[src/rtl/pipe_ctrl_pkg.sv]
// Shared types and defaults for the pipeline hazard controller.
package pipe_ctrl_pkg;

  // Debug-visible FSM encoding; 2'd3 is never entered.
  typedef enum logic [1:0] {
    ST_RUN    = 2'd0,
    ST_LSTALL = 2'd1,
    ST_MWAIT  = 2'd2
  } ctrl_state_t;

  localparam int unsigned LOAD_STALL_CYCLES_DEF = 1;
  localparam int unsigned CNT_W_DEF             = 32;
  // Remaining-bubble counter width; holds LOAD_STALL_CYCLES-1 (max 3).
  localparam int unsigned LCNT_W                = 2;

endpackage

[src/rtl/pipeline_hazard_ctrl_if.sv]
// Hazard requests in, pipeline register controls out.
interface pipeline_hazard_ctrl_if;
  logic stall_req;
  logic flush_req;
  logic dmem_busy;
  logic pc_we;
  logic ifid_we;
  logic pipe_en;
  logic ifid_flush;
  logic idex_bubble;
  logic exmem_flush;

  // Hazard detection / datapath side
  modport master (
    output stall_req, flush_req, dmem_busy,
    input  pc_we, ifid_we, pipe_en, ifid_flush, idex_bubble, exmem_flush
  );

  // Controller side
  modport slave (
    input  stall_req, flush_req, dmem_busy,
    output pc_we, ifid_we, pipe_en, ifid_flush, idex_bubble, exmem_flush
  );
endinterface

[src/rtl/sat_counter.sv]
// Saturating up-counter with synchronous clear.
module sat_counter #(
  parameter int unsigned WIDTH = 32
) (
  input  logic             clk,
  input  logic             clear,
  input  logic             inc,
  output logic [WIDTH-1:0] count
);

  // Clear wins; otherwise count up and stick at all-ones.
  always_ff @(posedge clk) begin
    if (clear) begin
      count <= '0;
    end else if (inc && (count != '1)) begin
      count <= count + WIDTH'(1);
    end
  end

endmodule

[src/rtl/pipeline_hazard_ctrl.sv]
// Pipeline hazard controller: memory freeze, branch flush and load-use bubbles.
module pipeline_hazard_ctrl
  import pipe_ctrl_pkg::*;
#(
  parameter int unsigned LOAD_STALL_CYCLES = LOAD_STALL_CYCLES_DEF,
  parameter int unsigned CNT_W             = CNT_W_DEF
) (
  input  logic                     clk,
  input  logic                     rst_n,
  pipeline_hazard_ctrl_if.slave    ctrl,
  output logic [CNT_W-1:0]         stall_cnt,
  output logic [CNT_W-1:0]         flush_cnt,
  output logic [1:0]               state
);

  ctrl_state_t       state_q, next_state;
  logic              pend_q, next_pend;
  logic [LCNT_W-1:0] lcnt_q, next_lcnt;

  logic pc_we, ifid_we, pipe_en, ifid_flush, idex_bubble, exmem_flush;
  logic flush_now;
  logic stall_inc;
  logic cnt_clear;

  // State, pending flush and remaining-bubble register.
  always_ff @(posedge clk) begin
    if (!rst_n) begin
      state_q <= ST_RUN;
      pend_q  <= 1'b0;
      lcnt_q  <= '0;
    end else begin
      state_q <= next_state;
      pend_q  <= next_pend;
      lcnt_q  <= next_lcnt;
    end
  end

  // Priority: memory freeze > flush > load-use bubble > normal flow.
  // Encoding 3 matches no explicit branch and falls through to RUN.
  always_comb begin
    pc_we       = 1'b0;
    ifid_we     = 1'b0;
    pipe_en     = 1'b0;
    ifid_flush  = 1'b0;
    idex_bubble = 1'b0;
    exmem_flush = 1'b0;
    flush_now   = 1'b0;
    next_state  = state_q;
    next_pend   = pend_q;
    next_lcnt   = lcnt_q;
    if (!rst_n) begin
      next_state = ST_RUN;
    end else if (ctrl.dmem_busy) begin
      next_state = ST_MWAIT;
      if (ctrl.flush_req) next_pend = 1'b1;
    end else if (ctrl.flush_req || pend_q) begin
      pc_we       = 1'b1;
      ifid_we     = 1'b1;
      pipe_en     = 1'b1;
      ifid_flush  = 1'b1;
      idex_bubble = 1'b1;
      exmem_flush = 1'b1;
      flush_now   = 1'b1;
      next_pend   = 1'b0;
      next_lcnt   = '0;
      next_state  = ST_RUN;
    end else if ((state_q == ST_LSTALL) ||
                 ((state_q == ST_MWAIT) && (lcnt_q != '0))) begin
      pipe_en     = 1'b1;
      idex_bubble = 1'b1;
      next_lcnt   = (lcnt_q == '0) ? '0 : lcnt_q - LCNT_W'(1);
      next_state  = (lcnt_q > LCNT_W'(1)) ? ST_LSTALL : ST_RUN;
    end else if (ctrl.stall_req) begin
      pipe_en     = 1'b1;
      idex_bubble = 1'b1;
      if (LOAD_STALL_CYCLES > 1) begin
        next_lcnt  = LCNT_W'(LOAD_STALL_CYCLES - 1);
        next_state = ST_LSTALL;
      end else begin
        next_state = ST_RUN;
      end
    end else begin
      pc_we      = 1'b1;
      ifid_we    = 1'b1;
      pipe_en    = 1'b1;
      next_state = ST_RUN;
    end
  end

  assign ctrl.pc_we       = pc_we;
  assign ctrl.ifid_we     = ifid_we;
  assign ctrl.pipe_en     = pipe_en;
  assign ctrl.ifid_flush  = ifid_flush;
  assign ctrl.idex_bubble = idex_bubble;
  assign ctrl.exmem_flush = exmem_flush;
  assign state            = state_q;

  assign cnt_clear = !rst_n;
  assign stall_inc = rst_n && !pc_we;

  sat_counter #(.WIDTH(CNT_W)) u_stall_cnt (
    .clk   (clk),
    .clear (cnt_clear),
    .inc   (stall_inc),
    .count (stall_cnt)
  );

  sat_counter #(.WIDTH(CNT_W)) u_flush_cnt (
    .clk   (clk),
    .clear (cnt_clear),
    .inc   (flush_now),
    .count (flush_cnt)
  );

endmodule

[src/flat_wrapper.sv]
// flat-port wrapper written by rule: the top's interface ports become plain ports
module pipeline_hazard_ctrl_flat import pipe_ctrl_pkg::*;
#(
  parameter int unsigned LOAD_STALL_CYCLES = LOAD_STALL_CYCLES_DEF,
  parameter int unsigned CNT_W             = CNT_W_DEF
)
  (clk, rst_n, stall_cnt, flush_cnt, state, ctrl_stall_req, ctrl_flush_req, ctrl_dmem_busy, ctrl_pc_we, ctrl_ifid_we, ctrl_pipe_en, ctrl_ifid_flush, ctrl_idex_bubble, ctrl_exmem_flush);
  pipeline_hazard_ctrl_if ctrl_i ();
  input  logic clk;
  input  logic rst_n;
  output logic [CNT_W-1:0] stall_cnt;
  output logic [CNT_W-1:0] flush_cnt;
  output logic [1:0] state;
  input wire logic [$bits(ctrl_i.stall_req)-1:0] ctrl_stall_req;
  input wire logic [$bits(ctrl_i.flush_req)-1:0] ctrl_flush_req;
  input wire logic [$bits(ctrl_i.dmem_busy)-1:0] ctrl_dmem_busy;
  output wire logic [$bits(ctrl_i.pc_we)-1:0] ctrl_pc_we;
  output wire logic [$bits(ctrl_i.ifid_we)-1:0] ctrl_ifid_we;
  output wire logic [$bits(ctrl_i.pipe_en)-1:0] ctrl_pipe_en;
  output wire logic [$bits(ctrl_i.ifid_flush)-1:0] ctrl_ifid_flush;
  output wire logic [$bits(ctrl_i.idex_bubble)-1:0] ctrl_idex_bubble;
  output wire logic [$bits(ctrl_i.exmem_flush)-1:0] ctrl_exmem_flush;
  assign ctrl_i.stall_req = ctrl_stall_req;
  assign ctrl_i.flush_req = ctrl_flush_req;
  assign ctrl_i.dmem_busy = ctrl_dmem_busy;
  assign ctrl_pc_we = ctrl_i.pc_we;
  assign ctrl_ifid_we = ctrl_i.ifid_we;
  assign ctrl_pipe_en = ctrl_i.pipe_en;
  assign ctrl_ifid_flush = ctrl_i.ifid_flush;
  assign ctrl_idex_bubble = ctrl_i.idex_bubble;
  assign ctrl_exmem_flush = ctrl_i.exmem_flush;
  pipeline_hazard_ctrl #(.LOAD_STALL_CYCLES(LOAD_STALL_CYCLES), .CNT_W(CNT_W)) u_core (.clk(clk), .rst_n(rst_n), .ctrl(ctrl_i), .stall_cnt(stall_cnt), .flush_cnt(flush_cnt), .state(state));
endmodule
[config.mk]
export PLATFORM = sky130hd
export DESIGN_NAME = pipeline_hazard_ctrl_flat
export DESIGN_NICKNAME = d
export VERILOG_FILES = /design/src/rtl/pipe_ctrl_pkg.sv /design/src/rtl/pipeline_hazard_ctrl_if.sv /design/src/rtl/sat_counter.sv /design/src/rtl/pipeline_hazard_ctrl.sv /design/src/flat_wrapper.sv
export SDC_FILE = /design/constraint.sdc
export NUM_CORES = 1
export LEC_CHECK = 0
export ABC_AREA = 1
export CAP_MARGIN = 20
export CORE_MARGIN = 10
export CORE_UTILIZATION = 54
export CTS_CLUSTER_SIZE = 10
export DETAILED_ROUTE_END_ITERATION = 6
export PLACE_DENSITY_LB_ADDON = 0.05
export SLEW_MARGIN = 5
export SYNTH_ARGS = -nofsm -noshare
export SYNTH_HDL_FRONTEND = slang
export SYNTH_SLANG_ARGS = --single-unit
[constraint.sdc]
create_clock -name clk -period 2.2 [get_ports clk]
set_clock_uncertainty 0.05 [all_clocks]
set_input_delay 0.33 -clock clk [delete_from_list [all_inputs] [get_ports clk]]
set_output_delay 0.33 -clock clk [all_outputs]
set_load 0.01 [all_outputs]
==> results_tabular.tex, run 1 <==
\begin{tabular}{lr}
\hline
Metric & Value \\
\hline
\multicolumn{2}{l}{\textbf{Place}} \\
Placer congestion estimate & around 0.93 \\
Sum of net half-perimeters after detailed placement & about 9500 um \\
Number of port buffers & between 70 and 80 \\
\multicolumn{2}{l}{\textbf{Yosys}} \\
Main flop type after synthesis & sky130\_fd\_sc\_hd\_\_dfxtp\_1 \\
Post-synth top area cell & sky130\_fd\_sc\_hd\_\_dfxtp\_1 \\
Fraction of synthesized cell area taken by the top area cell type & between 30\% and 40\% \\
Commonest cells in the synthesized netlist & sky130\_fd\_sc\_hd\_\_nand2\_1 (238), sky130\_fd\_sc\_hd\_\_nor2\_1 (133), sky130\_fd\_sc\_hd\_\_dfxtp\_1 (69), sky130\_fd\_sc\_hd\_\_a21oi\_1 (41), sky130\_fd\_sc\_hd\_\_inv\_1 (38) \\
\#FFs+latches synth & slightly below 70 \\
Count of cell types in the netlist & 31 \\
Biggest area contributors in the synthesized netlist & sky130\_fd\_sc\_hd\_\_dfxtp\_1 (32\%), sky130\_fd\_sc\_hd\_\_nand2\_1 (20\%), sky130\_fd\_sc\_hd\_\_nor2\_1 (11\%) \\
Number of flops mapped to enable cells by yosys & 0 \\
Cells after synthesis & around 700 \\
Async S/R FF share, synth & 0\% \\
Post-synthesis net count & $\sim$700 \\
Cell with the most instances after synthesis & sky130\_fd\_sc\_hd\_\_nand2\_1 \\
Mean cell area of the mapped netlist & between 6 and 7 sq um \\
Count of warnings emitted by yosys & 0 \\
Part of the Yosys area used for sequential elements & 31.6\% \\
Netlist area before placement & about 0.0044 sq mm \\
\multicolumn{2}{l}{\textbf{Global route}} \\
Initial antenna violation count & 0 \\
Pin count of the biggest net entering global routing & 38 \\
Congestion Overflow GR & 0 \\
GRT Util Overall & between 20\% and 30\% \\
Via count of the first global-routing pass & roughly 4500 \\
Wire length of the first global-routing pass & around 20000 um \\
\multicolumn{2}{l}{\textbf{Timing}} \\
Final worst hold slack & around 440 ps \\
Worst-margin pin slew & 449 ps \\
Tcrit/Tclk final & 96.8\% \\
Sum of negative setup slack & 0 ps \\
Final critical delay including setup and external delays & 2130 ps \\
Slew margin rel. & 70.1\% \\
Hold violation total from the final report & 0 \\
Final Slew Violations & 0 \\
Final setup fails & 0 \\
Fmax achieved & about 0.47 GHz \\
Unrepaired setup endpoints after global routing & false \\
\multicolumn{2}{l}{\textbf{Worst setup path}} \\
Nature of the critical path endpoint & output pin \\
Worst Path Max Fanout & 4 \\
Crit start category & primary input \\
Flop-to-flop setup slack & between 200 and 250 ps \\
Critical path data required time & around 1800 ps \\
Worst Setup Path Type & primary input to output pin \\
Data arrival time at the worst-slack endpoint & around 1800 ps \\
\multicolumn{2}{l}{\textbf{Route}} \\
Length of the first detailed-routing pass in iterations & 5 \\
Post-DR wirelength/cell & about 14 um \\
Detail Route Antenna Nets & 0 \\
DRC & 0 \\
Final routed wirelength across all metal layers & around 13000 um \\
Vias/cell & approximately 5.4 \\
Number of DRC markers after the initial detailed-route iteration & around 250 \\
Vias after detailed routing & approximately 4800 \\
\multicolumn{2}{l}{\textbf{Floorplanning}} \\
I/O pins & 77 \\
Core region area & 0.00781 sq mm \\
Effective utilization at floorplan & 55.9\% \\
Cell Rows & 32 \\
Chip height & between 100 and 150 um \\
Floorplan die area & 0.0121 sq mm \\
DIE WIDTH & approximately 110 um \\
\multicolumn{2}{l}{\textbf{Clock tree}} \\
Total of hold buffers inserted after clock tree synthesis & 0 \\
TritonCTS clock tree & built \\
H-Tree Level Count & 3 \\
Clock Sink Count & 69 \\
Clock input transition at the sequential cells of the worst setup and hold paths & approximately 70 ps \\
Gates resized, CTS repair & 2 \\
CTS Root Cell & sky130\_fd\_sc\_hd\_\_clkbuf\_8 \\
Post-CTS setup buffer count & 0 \\
Maximum buffer depth of the clock tree & 2 \\
CTS buffer count & 9 \\
Clock insertion delay at the later pin of the skew report & 350 ps \\
\multicolumn{2}{l}{\textbf{Layout}} \\
Area Overhead vs Synth & 24.2\% \\
Fraction of layout cells with a size suffix above 1 & roughly a tenth \\
Final \#Nets & about 790 \\
Number of antenna diodes & 0 \\
\multicolumn{2}{l}{\textbf{Power}} \\
Total power after layout & roughly 2.4 mW \\
Worst IR drop on VDD & 0.000276 V \\
Power density over cell area & between 400 and 500 mW/mm\^{}2 \\
Leakage power figure & around 1.9 nW \\
\multicolumn{2}{l}{\textbf{Worst hold path}} \\
Worst min-delay path class & flip-flop to flip-flop \\
\multicolumn{2}{l}{\textbf{Status}} \\
Result of the run & completed \\
\multicolumn{2}{l}{\textbf{Job}} \\
Max-cap violation count & 0 \\
\hline
\end{tabular}
==> cells by family (layout without fill, tap and decap cells) <==
kind of cell,count (synthesis),after routing,share of synthesized area [%]
DFF,69,69,31.6
AOI/OAI and AO/OA,59,59,7.33
buffers and inverters,64,153,7.08
and+or+nand+nor,483,483,49.4
xor gates and xnor gates,20,20,4.01
adders and majority gates,2,2,0.573
==> worst paths after layout <==
path,startpoint,end,depth (start not counted)
max,ctrl_flush_req,ctrl_idex_bubble,6
min,u_core.lcnt_q[0],u_core.lcnt_q[0],2
max reg2reg,u_core.u_flush_cnt.count[0],u_core.u_flush_cnt.count[27],9
min reg2reg,u_core.lcnt_q[0],u_core.lcnt_q[0],2
==> where the power goes <==
group	total, mW	internal (mW)	leakage, nW	switching [mW]
clock network	0.911	0.400	0.0808	0.510
logic	0.207	0.0765	1.30	0.131
registers	1.26	1.26	0.557	0.00658
==> registers in the layout, indices dropped and copies added (netlist names) <==
| register | cells |
|---|---|
| u_core.state | 2 |
| u_core.u_stall_cnt.count | 32 |
| u_core.lcnt_q | 2 |
| u_core.pend_q | 1 |
| u_core.u_flush_cnt.count | 32 |
==> layout make-up <==
class                           count  area, sq um
Multi-Input combinational cell    564         2690
Fill cell                         712         2380
Sequential cell                    69         1380
Timing Repair Buffer               96          908
Inverter                           41          154
Tap cell                          102          128
Clock buffer                        9          124
Clock inverter                      7         42.5
==> cell usage in the layout (no fill, tap or decap), drive strengths merged <==
master / count
nand2: 254
nor2: 145
clkdlybuf4s50: 74
dfxtp: 69
a21oi: 44
inv: 41
nand3: 41
nand4: 26
buf: 20
nand3b: 10
xor2: 10
xnor2: 10
clkbuf: 9
o21ai: 8
nor3: 6
a31oi: 6
clkinv: 4
clkinvlp: 3
dlygate4sd2: 2
ha: 2
and2: 1
o21a: 1
==> worst max-delay path: stages <==
cell and delay (ps):
sky130_fd_sc_hd__clkdlybuf4s50_1 400, sky130_fd_sc_hd__nor2_1 180, sky130_fd_sc_hd__inv_1 120, sky130_fd_sc_hd__o21ai_0 170, sky130_fd_sc_hd__inv_1 60, sky130_fd_sc_hd__clkdlybuf4s50_1 490
==> through the flow <==
stage | worst slack, ps | utilization, % | area [sq um] | std cells
2_1_floorplan | 405 | - | 4370 | 697
3_3_place_gp | 99.7 | 67.3 | 5250 | 872
3_5_place_dp | 45.2 | 67.3 | 5250 | 872
4_1_cts | 69.3 | 69.4 | 5420 | 888
5_1_grt | 18.2 | 69.5 | 5430 | 888
6_report | 71.3 | 69.5 | 5430 | 888
==> per-layer routing <==
layer	vias to the layer above	global-route usage, %	wire (um)
met5	-	0	0
met4	0	10.1	319
met3	27	4.68	929
met2	147	37.4	6290
met1	2178	22.3	4970
li1	2408	-	-
Note: power is estimated with default switching activity, not from simulation.
==> inputs of run 2 (changes only) <==
RECOVER_POWER = 100   (was not set)
==> run 2 against run 1 <==
Against the previous run: sequential cell count stayed put; worst hold slack gained 2.4 ps; critical path type unchanged; largest power group unchanged; first-iteration DRC count decreased by 1.2%.
==> results_tabular.tex, run 2 (synthesis results as in run 1) <==
\begin{tabular}{lr}
\hline
Metric & Value \\
\hline
\multicolumn{2}{l}{\textbf{Clock tree}} \\
CTS Root Cell & sky130\_fd\_sc\_hd\_\_clkbuf\_8 \\
TritonCTS clock tree & built \\
Gates resized, CTS repair & 2 (unchanged) \\
Clock Sink Count & 69 (unchanged) \\
CTS buffer count & 9 (unchanged) \\
Total of hold buffers inserted after clock tree synthesis & 0 (unchanged) \\
H-Tree Level Count & 3 (unchanged) \\
Post-CTS setup buffer count & 0 (unchanged) \\
Maximum buffer depth of the clock tree & 2 (unchanged) \\
Clock insertion delay at the later pin of the skew report & 350 ps (about the same) \\
Clock input transition at the sequential cells of the worst setup and hold paths & 70 ps (about the same) \\
\multicolumn{2}{l}{\textbf{Power}} \\
Power density over cell area & 440 mW/mm\^{}2 (+0.16\%) \\
Cell Int Power & 1.73 mW (-0.36\%) \\
Share of total power in sequential cells & 53.1\% (about the same) \\
Worst IR drop on VDD & 0.000275 V (-0.21\%) \\
Leakage power figure & 2.16 nW (+12\%) \\
Share of total power in the clock network & 38.4\% (+0.2 points) \\
Net switching share of the total power & 27.3\% (+0.14 points) \\
Combinational Power Share & 8.4\% (-0.3 points) \\
Sw Pwr & 650 uW (+0.36\%) \\
\multicolumn{2}{l}{\textbf{Floorplanning}} \\
Floorplan die area & 0.0121 sq mm (unchanged) \\
Chip height & 110 um (unchanged) \\
DIE WIDTH & 110 um (unchanged) \\
Effective utilization at floorplan & 55.9\% (unchanged) \\
Cell Rows & 32 (unchanged) \\
I/O pins & 77 (unchanged) \\
Core region area & 0.00781 sq mm (unchanged) \\
\multicolumn{2}{l}{\textbf{Layout}} \\
Leading cell type in the layout, fill and taps excluded & sky130\_fd\_sc\_hd\_\_nand2\_1 \\
Final \#Nets & 788 (unchanged) \\
Final Cell Area & 0.00541 sq mm (-0.32\%) \\
Commonest cells after routing, fill and taps aside & sky130\_fd\_sc\_hd\_\_nand2\_1 (238), sky130\_fd\_sc\_hd\_\_nor2\_1 (134), sky130\_fd\_sc\_hd\_\_dfxtp\_1 (69) \\
Top flop regs & u\_core.u\_flush\_cnt.count (32), u\_core.u\_stall\_cnt.count (32) \\
Number of antenna diodes & 0 (unchanged) \\
Fraction of layout cells with a size suffix above 1 & 9.29\% (-0.51 points) \\
Area Overhead vs Synth & 23.8\% \\
Number of standard cells in the final layout excluding fillers & 888 (unchanged) \\
\multicolumn{2}{l}{\textbf{Place}} \\
Place WS & 45.2 ps (unchanged) \\
Post-Place Cell Area & 0.00525 sq mm (unchanged) \\
Sum of net half-perimeters after detailed placement & 9490 um (unchanged) \\
Placer congestion estimate & 0.930 (unchanged) \\
Number of placed cells counting well taps & 872 (unchanged) \\
Number of port buffers & 76 (unchanged) \\
\multicolumn{2}{l}{\textbf{Global route}} \\
Via count of the first global-routing pass & 4513 (unchanged) \\
Wire length of the first global-routing pass & 20400 um (unchanged) \\
Initial antenna violation count & 0 (unchanged) \\
Pin count of the biggest net entering global routing & 38 (unchanged) \\
Congestion Overflow GR & 0 (unchanged) \\
GRT Util Overall & 20.8\% (unchanged) \\
\multicolumn{2}{l}{\textbf{Worst setup path}} \\
Worst Setup Path Type & primary input to output pin \\
Crit start category & primary input \\
Nature of the critical path endpoint & output pin \\
Data arrival time at the worst-slack endpoint & 1750 ps (about the same) \\
Critical path data required time & 1820 ps (about the same) \\
Worst Path Max Fanout & 4 (unchanged) \\
\multicolumn{2}{l}{\textbf{Route}} \\
Number of DRC markers after the initial detailed-route iteration & 244 (-1.2\%) \\
Post-DR wirelength/cell & 14.1 um (+0.14\%) \\
Detail Route Antenna Nets & 0 (unchanged) \\
Vias/cell & 5.38 (+0.44\%) \\
DRC & 0 (unchanged) \\
Vias after detailed routing & 4781 (+0.44\%) \\
Length of the first detailed-routing pass in iterations & 5 (unchanged) \\
Final routed wirelength across all metal layers & 12500 um (+0.14\%) \\
\multicolumn{2}{l}{\textbf{Timing}} \\
Tcrit/Tclk final & 96.8\% (about the same) \\
Unrepaired setup endpoints after global routing & false \\
Final critical delay including setup and external delays & 2130 ps (+0.439 ps) \\
Hold violation total from the final report & 0 (unchanged) \\
Slack of the critical path & 70.8 ps (-0.439 ps) \\
Slew margin rel. & 70.1\% (+0.073 points) \\
Final setup fails & 0 (unchanged) \\
Sum of negative setup slack & 0 ps (unchanged) \\
Final Slew Violations & 0 (unchanged) \\
Fmax achieved & 0.470 GHz (about the same) \\
Worst-margin pin slew & 448 ps (-1.09 ps) \\
\multicolumn{2}{l}{\textbf{Job}} \\
Max-cap violation count & 0 (unchanged) \\
\multicolumn{2}{l}{\textbf{Status}} \\
Result of the run & completed \\
\multicolumn{2}{l}{\textbf{Worst hold path}} \\
Worst min-delay path class & flip-flop to flip-flop \\
\hline
\end{tabular}
==> run 2: worst max-delay path, cell delays in order <==
cell and delay [ps]:
sky130_fd_sc_hd__clkdlybuf4s50_1 400, sky130_fd_sc_hd__nor2_1 180, sky130_fd_sc_hd__inv_1 120, sky130_fd_sc_hd__o21ai_0 170
sky130_fd_sc_hd__inv_1 60, sky130_fd_sc_hd__clkdlybuf4s50_1 490
==> run 2: area by class of cell <==
cell class | count | area (sq um)
tap | 102 | 128
multi-input combinational | 564 | 2680
inverter | 41 | 154
fill | 718 | 2400
timing repair buffer | 96 | 898
clock buffer | 9 | 124
sequential | 69 | 1380
clock inverter | 7 | 42.5
==> run 2: power by group through the flow <==
| stage | sequential (mW) | combinational, mW | clock [mW] |
|---|---|---|---|
| 2_1_floorplan | 1.30 | 0.124 | 0 |
| 3_3_place_gp | 1.29 | 0.202 | 0 |
| 3_5_place_dp | 1.29 | 0.208 | 0 |
| 4_1_cts | 1.26 | 0.207 | 0.932 |
| 5_1_grt | 1.26 | 0.220 | 0.970 |
| 6_report | 1.26 | 0.201 | 0.914 |
==> run 2: routing by layer <==
layer / vias to the layer above / GRT usage (%) / wire length (um)
met4: 0 / 10.1 / 362
li1: 2411 / - / -
met2: 138 / 37.4 / 6260
met1: 2197 / 22.3 / 5050
met5: - / 0 / 0
met3: 35 / 4.68 / 857
==> run 2: path summary, 6_finish.rpt <==
path | cells past startpoint | end | slack, ps | from
setup reg to reg | 11 | u_core.u_stall_cnt.count[19] | 190 | u_core.u_stall_cnt.count[0]
setup / recovery | 6 | ctrl_idex_bubble | 70 | ctrl_flush_req
hold reg to reg | 2 | u_core.lcnt_q[0] | 440 | u_core.lcnt_q[0]
hold / removal | 2 | u_core.lcnt_q[0] | 440 | u_core.lcnt_q[0]
==> run 2: per-stage QoR <==
step           power [mW]  util [%]  hold WS [ps]
2_1_floorplan        1.42         -           409
3_3_place_gp         1.49      67.3           433
3_5_place_dp         1.50      67.3           433
4_1_cts              2.40      69.4           443
5_1_grt              2.45      69.3           471
6_report             2.38      69.3           444
